`config.mk`:
```
export PLATFORM = sky130hd
export DESIGN_NAME = adc_capture_ctrl_flat
export DESIGN_NICKNAME = d
export VERILOG_FILES = /design/src/rtl/adc_cap_pkg.sv /design/src/rtl/adc_capture_ctrl_if.sv /design/src/rtl/adc_cap_fifo.sv /design/src/rtl/adc_capture_ctrl.sv /design/src/flat_wrapper.sv
export SDC_FILE = /design/constraint.sdc
export NUM_CORES = 1
export LEC_CHECK = 0
export ABC_AREA = 1
export BUFFER_PORTS_ARGS = -buffer_cell sky130_fd_sc_hd__buf_2
export CAP_MARGIN = 0
export CORE_UTILIZATION = 25
export DETAILED_ROUTE_END_ITERATION = 10
export PLACE_DENSITY = 0.38
export SLEW_MARGIN = 10
export SYNTH_ARGS = -nofsm -noshare
export SYNTH_HDL_FRONTEND = slang
export SYNTH_SLANG_ARGS = --single-unit
```
`constraint.sdc`:
```
create_clock -name clk -period 5.14 [get_ports clk]
set_input_delay 0.257 -clock clk [delete_from_list [all_inputs] [get_ports clk]]
set_output_delay 0.257 -clock clk [all_outputs]
set_load 0.05 [all_outputs]
```
`src/rtl/adc_cap_pkg.sv`:
```
// Shared widths and types for the ADC capture controller.
package adc_cap_pkg;
  localparam int ADC_DATA_W = 11;
  localparam int ADC_TRIM_W = 3;

  typedef logic [ADC_DATA_W-1:0] adc_sample_t;
  typedef logic [ADC_TRIM_W-1:0] adc_trim_t;
endpackage

```
`src/rtl/adc_capture_ctrl_if.sv`:
```
// Sample stream from the capture FIFO to the lab/test logic (valid/ready).
interface adc_capture_ctrl_if
  import adc_cap_pkg::*;
#(
  parameter int DATA_W = ADC_DATA_W
);
  logic [DATA_W-1:0] sample_data;
  logic              sample_valid;
  logic              sample_ready;

  modport master (output sample_data, sample_valid, input sample_ready);
  modport slave  (input sample_data, sample_valid, output sample_ready);
endinterface

```
`src/rtl/adc_cap_fifo.sv`:
```
// First-word-fall-through sample buffer; DEPTH must be a power of 2 (>= 2).
module adc_cap_fifo
  import adc_cap_pkg::*;
#(
  parameter  int W     = ADC_DATA_W,
  parameter  int DEPTH = 8,
  localparam int AW    = $clog2(DEPTH),
  localparam int LW    = AW + 1
) (
  input  logic          clk,
  input  logic          rst_n,
  input  logic          push_i,
  input  logic [W-1:0]  din_i,
  input  logic          pop_i,
  output logic [W-1:0]  dout_o,
  output logic          full_o,
  output logic          empty_o,
  output logic [LW-1:0] level_o
);
  logic [DEPTH-1:0][W-1:0] mem_q;
  logic [AW-1:0]           wr_q, rd_q;
  logic [LW-1:0]           lvl_q;
  logic                    pop_ok, push_ok;

  assign empty_o = (lvl_q == '0);
  assign full_o  = (lvl_q == LW'(DEPTH));
  assign pop_ok  = pop_i & ~empty_o;
  // When full, a same-cycle pop frees the slot the write lands in.
  assign push_ok = push_i & (~full_o | pop_ok);
  assign dout_o  = mem_q[rd_q];
  assign level_o = lvl_q;

  always_ff @(posedge clk or negedge rst_n) begin
    if (!rst_n) begin
      mem_q <= '0;
      wr_q  <= '0;
      rd_q  <= '0;
      lvl_q <= '0;
    end else begin
      if (push_ok) begin
        mem_q[wr_q] <= din_i;
        wr_q        <= wr_q + AW'(1);
      end
      if (pop_ok) rd_q <= rd_q + AW'(1);
      case ({push_ok, pop_ok})
        2'b10:   lvl_q <= lvl_q + LW'(1);
        2'b01:   lvl_q <= lvl_q - LW'(1);
        default: lvl_q <= lvl_q;
      endcase
    end
  end
endmodule

```
`src/rtl/adc_capture_ctrl.sv`:
```
// ADC conversion clock generator, trim driver and sample capture into a FWFT buffer.
module adc_capture_ctrl
  import adc_cap_pkg::*;
#(
  parameter  int DATA_W     = ADC_DATA_W,
  parameter  int TRIM_W     = ADC_TRIM_W,
  parameter  int DIV_W      = 8,
  parameter  int FIFO_DEPTH = 8,
  localparam int LVL_W      = $clog2(FIFO_DEPTH) + 1
) (
  input  logic              clk,
  input  logic              rst_n,
  input  logic              enable,
  input  logic [DIV_W-1:0]  div_ratio,
  input  logic [DIV_W-1:0]  capture_dly,
  input  logic [TRIM_W-1:0] trim_in,
  input  logic              trim_load,
  input  logic [DATA_W-1:0] adc_bits,
  output logic              clk_adc,
  output logic [TRIM_W-1:0] trm_adc,
  adc_capture_ctrl_if.master smp,
  output logic [LVL_W-1:0]  fifo_level,
  output logic              overflow,
  input  logic              clear_ovf
);
  logic [DIV_W-1:0]  cnt_q, cnt_d, dper_q, dper_d, dly_q, dly_d, div_eff;
  logic              clk_adc_q, clk_adc_d, run_q, arm_q, arm_d, rise;
  logic [DATA_W-1:0] sync1_q, sync_q, fifo_dout;
  logic [TRIM_W-1:0] trm_q, trm_d, pend_q, pend_d;
  logic              pend_v_q, pend_v_d, apply;
  logic              ovf_q, ovf_d, cap, pop, drop, fifo_full, fifo_empty;

  assign div_eff = (div_ratio == '0) ? DIV_W'(1) : div_ratio;

  // A started high phase always runs to completion; low phases only count
  // while enabled, and the first enabled cycle just arms the divider.
  always_comb begin
    clk_adc_d = clk_adc_q;
    cnt_d     = cnt_q;
    dper_d    = dper_q;
    rise      = 1'b0;
    if (clk_adc_q || (enable && run_q)) begin
      if (cnt_q == dper_q - DIV_W'(1)) begin
        clk_adc_d = ~clk_adc_q;
        cnt_d     = '0;
        dper_d    = div_eff;
        rise      = ~clk_adc_q;
      end else begin
        cnt_d = cnt_q + DIV_W'(1);
      end
    end else begin
      cnt_d  = '0;
      dper_d = div_eff;
    end
  end

  // One capture per period: arm on the rise, disarm on capture or disable.
  always_comb begin
    cap   = arm_q & enable & (dly_q == capture_dly);
    dly_d = rise ? '0 : ((&dly_q) ? dly_q : dly_q + DIV_W'(1));
    arm_d = arm_q;
    if (!enable)  arm_d = 1'b0;
    else if (rise) arm_d = 1'b1;
    else if (cap)  arm_d = 1'b0;
  end

  always_comb begin
    apply    = pend_v_q & ~clk_adc_q;
    trm_d    = apply ? pend_q : trm_q;
    pend_d   = trim_load ? trim_in : pend_q;
    pend_v_d = trim_load | (pend_v_q & ~apply);
  end

  assign pop  = smp.sample_valid & smp.sample_ready;
  assign drop = cap & fifo_full & ~pop;

  always_comb begin
    ovf_d = ovf_q;
    if (drop)           ovf_d = 1'b1;
    else if (clear_ovf) ovf_d = 1'b0;
  end

  always_ff @(posedge clk or negedge rst_n) begin
    if (!rst_n) begin
      cnt_q     <= '0;
      dper_q    <= DIV_W'(1);
      dly_q     <= '0;
      clk_adc_q <= 1'b0;
      run_q     <= 1'b0;
      arm_q     <= 1'b0;
      sync1_q   <= '0;
      sync_q    <= '0;
      trm_q     <= '0;
      pend_q    <= '0;
      pend_v_q  <= 1'b0;
      ovf_q     <= 1'b0;
    end else begin
      cnt_q     <= cnt_d;
      dper_q    <= dper_d;
      dly_q     <= dly_d;
      clk_adc_q <= clk_adc_d;
      run_q     <= enable;
      arm_q     <= arm_d;
      sync1_q   <= adc_bits;
      sync_q    <= sync1_q;
      trm_q     <= trm_d;
      pend_q    <= pend_d;
      pend_v_q  <= pend_v_d;
      ovf_q     <= ovf_d;
    end
  end

  adc_cap_fifo #(.W(DATA_W), .DEPTH(FIFO_DEPTH)) u_fifo (
    .clk     (clk),
    .rst_n   (rst_n),
    .push_i  (cap),
    .din_i   (sync_q),
    .pop_i   (pop),
    .dout_o  (fifo_dout),
    .full_o  (fifo_full),
    .empty_o (fifo_empty),
    .level_o (fifo_level)
  );

  assign smp.sample_data  = fifo_dout;
  assign smp.sample_valid = ~fifo_empty;
  assign clk_adc          = clk_adc_q;
  assign trm_adc          = trm_q;
  assign overflow         = ovf_q;
endmodule

```
`src/flat_wrapper.sv`:
```
// flat-port wrapper written by rule: the top's interface ports become plain ports
module adc_capture_ctrl_flat import adc_cap_pkg::*;
#(
  parameter  int DATA_W     = ADC_DATA_W,
  parameter  int TRIM_W     = ADC_TRIM_W,
  parameter  int DIV_W      = 8,
  parameter  int FIFO_DEPTH = 8,
  localparam int LVL_W      = $clog2(FIFO_DEPTH) + 1
)
  (clk, rst_n, enable, div_ratio, capture_dly, trim_in, trim_load, adc_bits, clk_adc, trm_adc, fifo_level, overflow, clear_ovf, smp_sample_data, smp_sample_valid, smp_sample_ready);
  adc_capture_ctrl_if #(.DATA_W(DATA_W)) smp_i ();
  input  logic clk;
  input  logic rst_n;
  input  logic enable;
  input  logic [DIV_W-1:0] div_ratio;
  input  logic [DIV_W-1:0] capture_dly;
  input  logic [TRIM_W-1:0] trim_in;
  input  logic trim_load;
  input  logic [DATA_W-1:0] adc_bits;
  output logic clk_adc;
  output logic [TRIM_W-1:0] trm_adc;
  output logic [LVL_W-1:0] fifo_level;
  output logic overflow;
  input  logic clear_ovf;
  output wire logic [$bits(smp_i.sample_data)-1:0] smp_sample_data;
  output wire logic [$bits(smp_i.sample_valid)-1:0] smp_sample_valid;
  input wire logic [$bits(smp_i.sample_ready)-1:0] smp_sample_ready;
  assign smp_sample_data = smp_i.sample_data;
  assign smp_sample_valid = smp_i.sample_valid;
  assign smp_i.sample_ready = smp_sample_ready;
  adc_capture_ctrl #(.DATA_W(DATA_W), .TRIM_W(TRIM_W), .DIV_W(DIV_W), .FIFO_DEPTH(FIFO_DEPTH)) u_core (.clk(clk), .rst_n(rst_n), .enable(enable), .div_ratio(div_ratio), .capture_dly(capture_dly), .trim_in(trim_in), .trim_load(trim_load), .adc_bits(adc_bits), .clk_adc(clk_adc), .trm_adc(trm_adc), .smp(smp_i), .fifo_level(fifo_level), .overflow(overflow), .clear_ovf(clear_ovf));
endmodule
```
== Yosys cells after proc, flatten, opt, wreduce, memory -nomap -nowiden ==
Cells that the tools add are included.
Storage, ports and cells
  flip-flop bits (word level): 155
  input port bits: 36
  word-level logic and storage cells: 86
  output and inout port bits: 21
Operators by class
  bitwise logic cells: 16
  $lt $le $gt $ge: 3
  reductions and logical operators: 9
  equal/unequal tests: 8
  muxes and demuxes: 20
  add/subtract/negate cells: 7
Operators with widths (count)
  bitwise mux 88 bit: 1
  two-way mux 8 bit: 7
  binary-select mux 11 bit (select 3 bit): 1
  demux 11 bit (select 3 bit): 1
  two-way mux 11 bit: 2
  adder 8 x 1 -> 8 bit (second input constant): 2
  equality test 8 bit: 2
  AND 1 bit: 9
  zero test 8 bit: 1
  < comparator 3 x 4 -> 1 bit (second input constant): 2
  one-hot mux 4 bit (2 select lines): 1
  AND reduction 8 bit: 1
  subtractor 8 x 1 -> 8 bit (second input constant): 1
  two-way mux 1 bit: 7
  adder 3 x 1 -> 3 bit (second input constant): 2
  inverter 1 bit: 5
  adder 4 x 1 -> 4 bit (second input constant): 1
  equality test 4 bit (second input constant): 1
  zero test 4 bit: 1
  nonzero test 2 bit: 2
  subtractor 4 x 1 -> 4 bit (second input constant): 1
  greater-or-equal comparator 3 x 1 -> 1 bit (second input constant): 1
  != test 3 x 1 -> 1 bit (second input constant): 1
  equality test 2 x 1 -> 1 bit (second input constant): 1
  7 further kinds: 9

== Longest topological paths before layout ==
  depth in word-level cells: 8
  mapped depth: 18
  mapped depth without buffers: 18

== By module ==
Synthesis repeated with hierarchy kept, for this count alone.
Unflattened totals
  cells, all modules: 981
  area total of the unflattened synthesis: 7741.2 um^2
Modules (own cells, without submodules)
  adc_cap_fifo: area each 5183.7 um^2, cells each 697, sequential area each 2452.4 um^2, times used 1
  adc_capture_ctrl: area each 2557.5 um^2, cells each 284, sequential area each 1427.6 um^2, times used 1

== Least setup slack after synthesis ==
Ideal clock, no wire load.
  path type: register to register
  start: reg u_core.u_fifo.lvl_q[0], in the netlist u_core.u_fifo.level_o[0]
  end: reg u_core.u_fifo.lvl_q[3], in the netlist u_core.u_fifo.level_o[3]
  data arrival time: 2.619 ns
  path buffers: 0
  cell stages (with the launch flop): 15
  setup time: 0.113 ns
  data required time: 5.027 ns
  clock period less this slack: 2.732 ns
  slack: 2.408 ns
  cells stage by stage: dfrtp_1 > nor2_1 > nand3_1 > nand2_1 > inv_1 > nand2_1 > inv_1 > ha_1 > nand3_1 > nand2_1 > nand4_1 > nand2_1 > nand3_1 > nand2_1 > inv_1
Between the ends
  longest elaborated chain between the ends: 8
  elaborated cells on any way between the ends: 14
  classes of those cells: 2 x add/sub; 3 x eq/ne; 1 x mux; 6 x bitwise; 2 x reduce/logical
Ends and longest elaborated chain
  start, declared: RTL line adc_cap_fifo.sv:22  | logic [LW-1:0] lvl_q;
  start signal, assigned: RTL line adc_cap_fifo.sv:46  | 2'b10: lvl_q <= lvl_q + LW'(1);
  start signal, assigned: RTL line adc_cap_fifo.sv:47  | 2'b01: lvl_q <= lvl_q - LW'(1);
  start signal, assigned: RTL line adc_cap_fifo.sv:48  | default: lvl_q <= lvl_q;
  zero test 4 bit (*): RTL line adc_cap_fifo.sv:25  | assign empty_o = (lvl_q == '0);
  inverter 1 bit (*): RTL line adc_capture_ctrl.sv:126  | assign smp.sample_valid = ~fifo_empty;
  named net smp_sample_valid: RTL line flat_wrapper.sv:26  | output wire logic [$bits(smp_i.sample_valid)-1:0] smp_sample_valid;
  AND 1 bit: RTL line adc_capture_ctrl.sv:74  | assign pop = smp.sample_valid & smp.sample_ready;
  AND 1 bit (*): RTL line adc_cap_fifo.sv:27  | assign pop_ok = pop_i & ~empty_o;
  bitwise OR 1 bit: RTL line adc_cap_fifo.sv:29  | assign push_ok = push_i & (~full_o | pop_ok);
  AND 1 bit: RTL line adc_cap_fifo.sv:29
  equality test 2 x 1 -> 1 bit or equality test 2 bit (tied branches): RTL line adc_cap_fifo.sv:45  | case ({push_ok, pop_ok})
  one-hot mux 4 bit (2 select lines) or nonzero test 2 bit (tied branches)
The timed path passes the listed nets; every way through them passes the cells marked *.
A chain may end at the register's enable or synchronous reset.

== Final worst setup path ==
  start: reg u_core.u_fifo.rd_q[0]
  end: out smp_sample_data[1]
Between the ends
  longest elaborated chain between the ends: 2
Ends and longest elaborated chain
  start, declared: RTL line adc_cap_fifo.sv:21  | logic [AW-1:0] wr_q, rd_q;
  start signal, assigned: RTL line adc_cap_fifo.sv:44  | if (pop_ok) rd_q <= rd_q + AW'(1);
  binary-select mux 11 bit (select 3 bit): RTL line adc_cap_fifo.sv:30  | assign dout_o = mem_q[rd_q];
  two-way mux 11 bit (implied by the code): RTL line adc_cap_fifo.sv:30
  end, declared: RTL line flat_wrapper.sv:25  | output wire logic [$bits(smp_i.sample_data)-1:0] smp_sample_data;
Every way passes these cells. The select of a mux whose other input is x is not followed.

==> summary.md <==
| Metric | Value |
|---|---|
| Final setup viols | `0` |
| Buf/Inv on CP | `4` |
| Min Tclk post-route | `3.162 ns` |
| Initial antenna violation count | `0` |
| TritonRoute pass-1 iters | `5` |
| Uppermost layer routed | `met4` |
| Max Clock Skew | `0.01274 ns` |
| Die Y | `168.8 microns` |
| CP top delay family | `buffers and inverters` |
| Critical path cell sequence | `buf_4 > clkinv_1 > buf_4 > o21ai_0 > o22ai_1 > nor2_1 > a31oi_1 > buf_2` |
| Top post-synthesis cells by area | `dfrtp_1 (55%), o21ai_0 (11%), nand2_1 (10%)` |
| Post-synthesis cell type with the largest combined area | `dfrtp_1` |
| Grt total ovfl | `0` |
| Ports | `57` |
| Placer congestion estimate | `0.7592` |
| Pleak | `0.003979 uW` |
| R2R Setup Slk | `2.71 ns` |
| Hold endpoint | `u_core.dper_q[1]` |
| Avg Synthesized Cell Area | `8.484 sq um` |
| Crit-path max FO | `46` |
| Vias/cell | `4.267` |
| Total number of vias | `5398` |
| Vias in the first global route | `5327` |
| Final hold vios | `0` |
| Metal-1 WL | `9.264 mm` |
| Fill count | `2900` |
| Clock-pin slew on the worst setup and hold paths | `0.07 ns` |
| First-pass GRT wire length | `29.99 mm` |
| Reg2reg path depth | `18` |
| Port Buf Inserts | `56` |
| Tightest Hold Check Type | `primary input to register` |
| Layout cells sized above 1 | `11.53%` |
| Yosys warns | `0` |
| RSZ-0062 raised after global routing | `no` |
| TritonCTS clock tree | `yes` |
| Period utilisation layout | `61.52%` |
| Synthesized area | `6957 sq um` |
| Root Driver | `clkbuf_16` |
| Crit-path slowest cell | `clkinv_1` |
| Slew Viols, Final | `0` |
| Top cell type's share of synthesized area | `55.40%` |
| Synth cell types | `31` |
| Final #Nets | `924` |
| Sink Count | `155` |
| Max Fclk | `316.2 MHz` |
| HPWL Detailed | `11.50 mm` |
| CP Class | `register to output pin` |
| DR WL met2 | `7.943 mm` |
| Post-synthesis cell count | `820` |
| Slowest Stage Delay on Critical Path | `0.52 ns` |
| Hold_sp | `div_ratio[1]` |
| DR DRC count | `0` |
| TritonCTS Buffers | `17` |
| Core area | `27100 sq um` |
| Clk buf depth | `2` |
| Die W | `168.8 microns` |
| Type of origin of the critical path | `register` |
| Syn nets | `864` |
| Placed Cells | `1219` |
| Outcome | `completed` |
| Worst path arrival time | `2.91 ns` |
| Critical Path Most Common Cell | `buf_4` |
| WL/cell | `14.17 microns` |
| Initial Utilization | `25.67%` |
| Hold path cells | `3` |
| Required time worst endpoint | `4.88 ns` |
| Detailed Route Iter0 Violations | `300` |
| Die area | `28500 sq um` |
| Synth-to-Final Area Change | `19.48%` |
| Ant. Diodes | `0` |
| WL final | `17.92 mm` |
| Max-cap viol count | `0` |
| Max_slew headroom | `36.77%` |
| Most common cell after layout, fill and taps aside | `nand2_1` |
| Worst-Skew Late Latency | `0.43 ns` |
| Max VDD drop | `0.2397 mV` |
| Yosys reg bits | `155` |
| Sequential-to-total area share from yosys stat | `55.77%` |
| Crit. End Element | `output pin` |
| Setup TNS | `0 ns` |
| Overall routing resource usage | `13.65%` |
| FF-to-FF End | `u_core.u_fifo.level_o[3]` |
| Resized cells post-CTS | `0` |
| Met3 wire length | `542 microns` |
| Largest net degree at the start of global routing | `62` |
| Cell Rows | `60` |
| Commonest non-fill, non-tap cells in the layout | `nand2_1 (193), dfrtp_1 (154), o21ai_0 (150), nor2_1 (114), inv_1 (65)` |
| Worst Max-Slew Pin Slew | `0.9462 ns` |
| Routed Antenna Nets | `0` |
| Pwr Density | `532.8 nW/um^2` |
| Layout Cells excl Fill | `1265` |
| Htree depth | `4` |
| Worst r2r src | `u_core.dly_q[2]` |
[synth_stat cells (all sizes together)]
cell type  count
nand3         29
dfrtp        154
a31oi         11
a21o           2
fa             1
o22ai         12
nand2        195
dfstp          1
clkbuf        23
nor2         117
o21ai        150
xor2          11
or2            3
clkinv         1
buf           11
a21oi          1
inv           66
xnor2          9
nor3           6
ha             7
nand4          9
nor4           1
[power breakdown]
part / total [uW] / switching (uW) / leakage, uW / internal [uW]
clock network: 1300 / 566 / 0.000290 / 733
logic: 1630 / 1140 / 0.00165 / 489
registers: 1500 / 145 / 0.00203 / 1350
[cell families after synthesis]
group	after synthesis	synth area share (%)
flops	155	55.77
xor+xnor	20	2.518
compound gates	176	13.15
fa+ha+maj	8	1.547
buf+inv	101	6.097
simple gates	360	20.92
[final cells by class]
cell class	count	area [sq um]	share of cell area [%]
Sequential cell	155	3880	46.68
Multi-Input combinational cell	564	2653	31.91
Tap cell	372	465.4	5.600
Timing Repair Buffer	75	464.2	5.585
Clock buffer	17	425.4	5.118
Inverter	67	251.5	3.026
Clock inverter	15	172.7	2.077
[tightest hold or removal path: cells and delay by family]
family / cells / cell delay, ns
buf+inv: 1 / 0.09
simple gates: 2 / 0.09
[layer usage]
| layer | global-route usage (%) | vias to the layer above |
|---|---|---|
| met2 | 20.95 | 74 |
| met5 | 0 | - |
| li1 | - | 2780 |
| met4 | 3.794 | 0 |
| met3 | 2.829 | 8 |
| met1 | 19.34 | 2536 |
[metrics by stage]
stage	hold slack, ns	total power, uW	utilization [%]	instance area (sq um)	setup WS, ns
4_1_cts	0.01372	4510	30.67	8312	1.897
2_1_floorplan	-0.03859	2756	-	6957	2.408
3_3_place_gp	0.3121	3174	27.95	7574	2.417
3_5_place_dp	0.3142	3173	27.95	7574	2.362
5_1_grt	0.02548	4764	30.67	8312	1.683
6_report	0.03374	4428	30.67	8312	1.978
[registers in the layout, indices dropped and copies added, names as in the netlist]
name	count
u_core.dly_q	8
u_core.cnt_q	8
u_core.sync_q	11
u_core.u_fifo.mem_q	88
u_core.pend_q	3
u_core.u_fifo.wr_q	3
u_core.pend_v_q	1
u_core.run_q	1
u_core.u_fifo.level_o	4
u_core.dper_q	8
u_core.arm_q	1
u_core.trm_adc	3
u_core.overflow	1
u_core.sync1_q	11
u_core.clk_adc	1
u_core.u_fifo.rd_q	3
[worst max path at each step]
stage                             start                       end  slack (ns)  depth (start not counted)
6_report          u_core.u_fifo.rd_q[0]        smp_sample_data[1]        1.98                          8
5_1_grt           u_core.u_fifo.rd_q[0]        smp_sample_data[1]        1.68                          8
4_1_cts           u_core.u_fifo.rd_q[1]        smp_sample_data[1]        1.90                          6
3_5_place_dp      u_core.u_fifo.rd_q[1]        smp_sample_data[1]        2.36                          6
3_3_place_gp      u_core.u_fifo.rd_q[1]        smp_sample_data[1]        2.42                          6
2_1_floorplan  u_core.u_fifo.level_o[0]  u_core.u_fifo.level_o[3]        2.41                         14
[repair_timing]
action                                 in CTS  in global routing
endpoints found under the hold margin      72                  0
setup buffers                               0                  0
hold buffers                               14                  0
No activity file was read; power rests on OpenSTA's default activity.
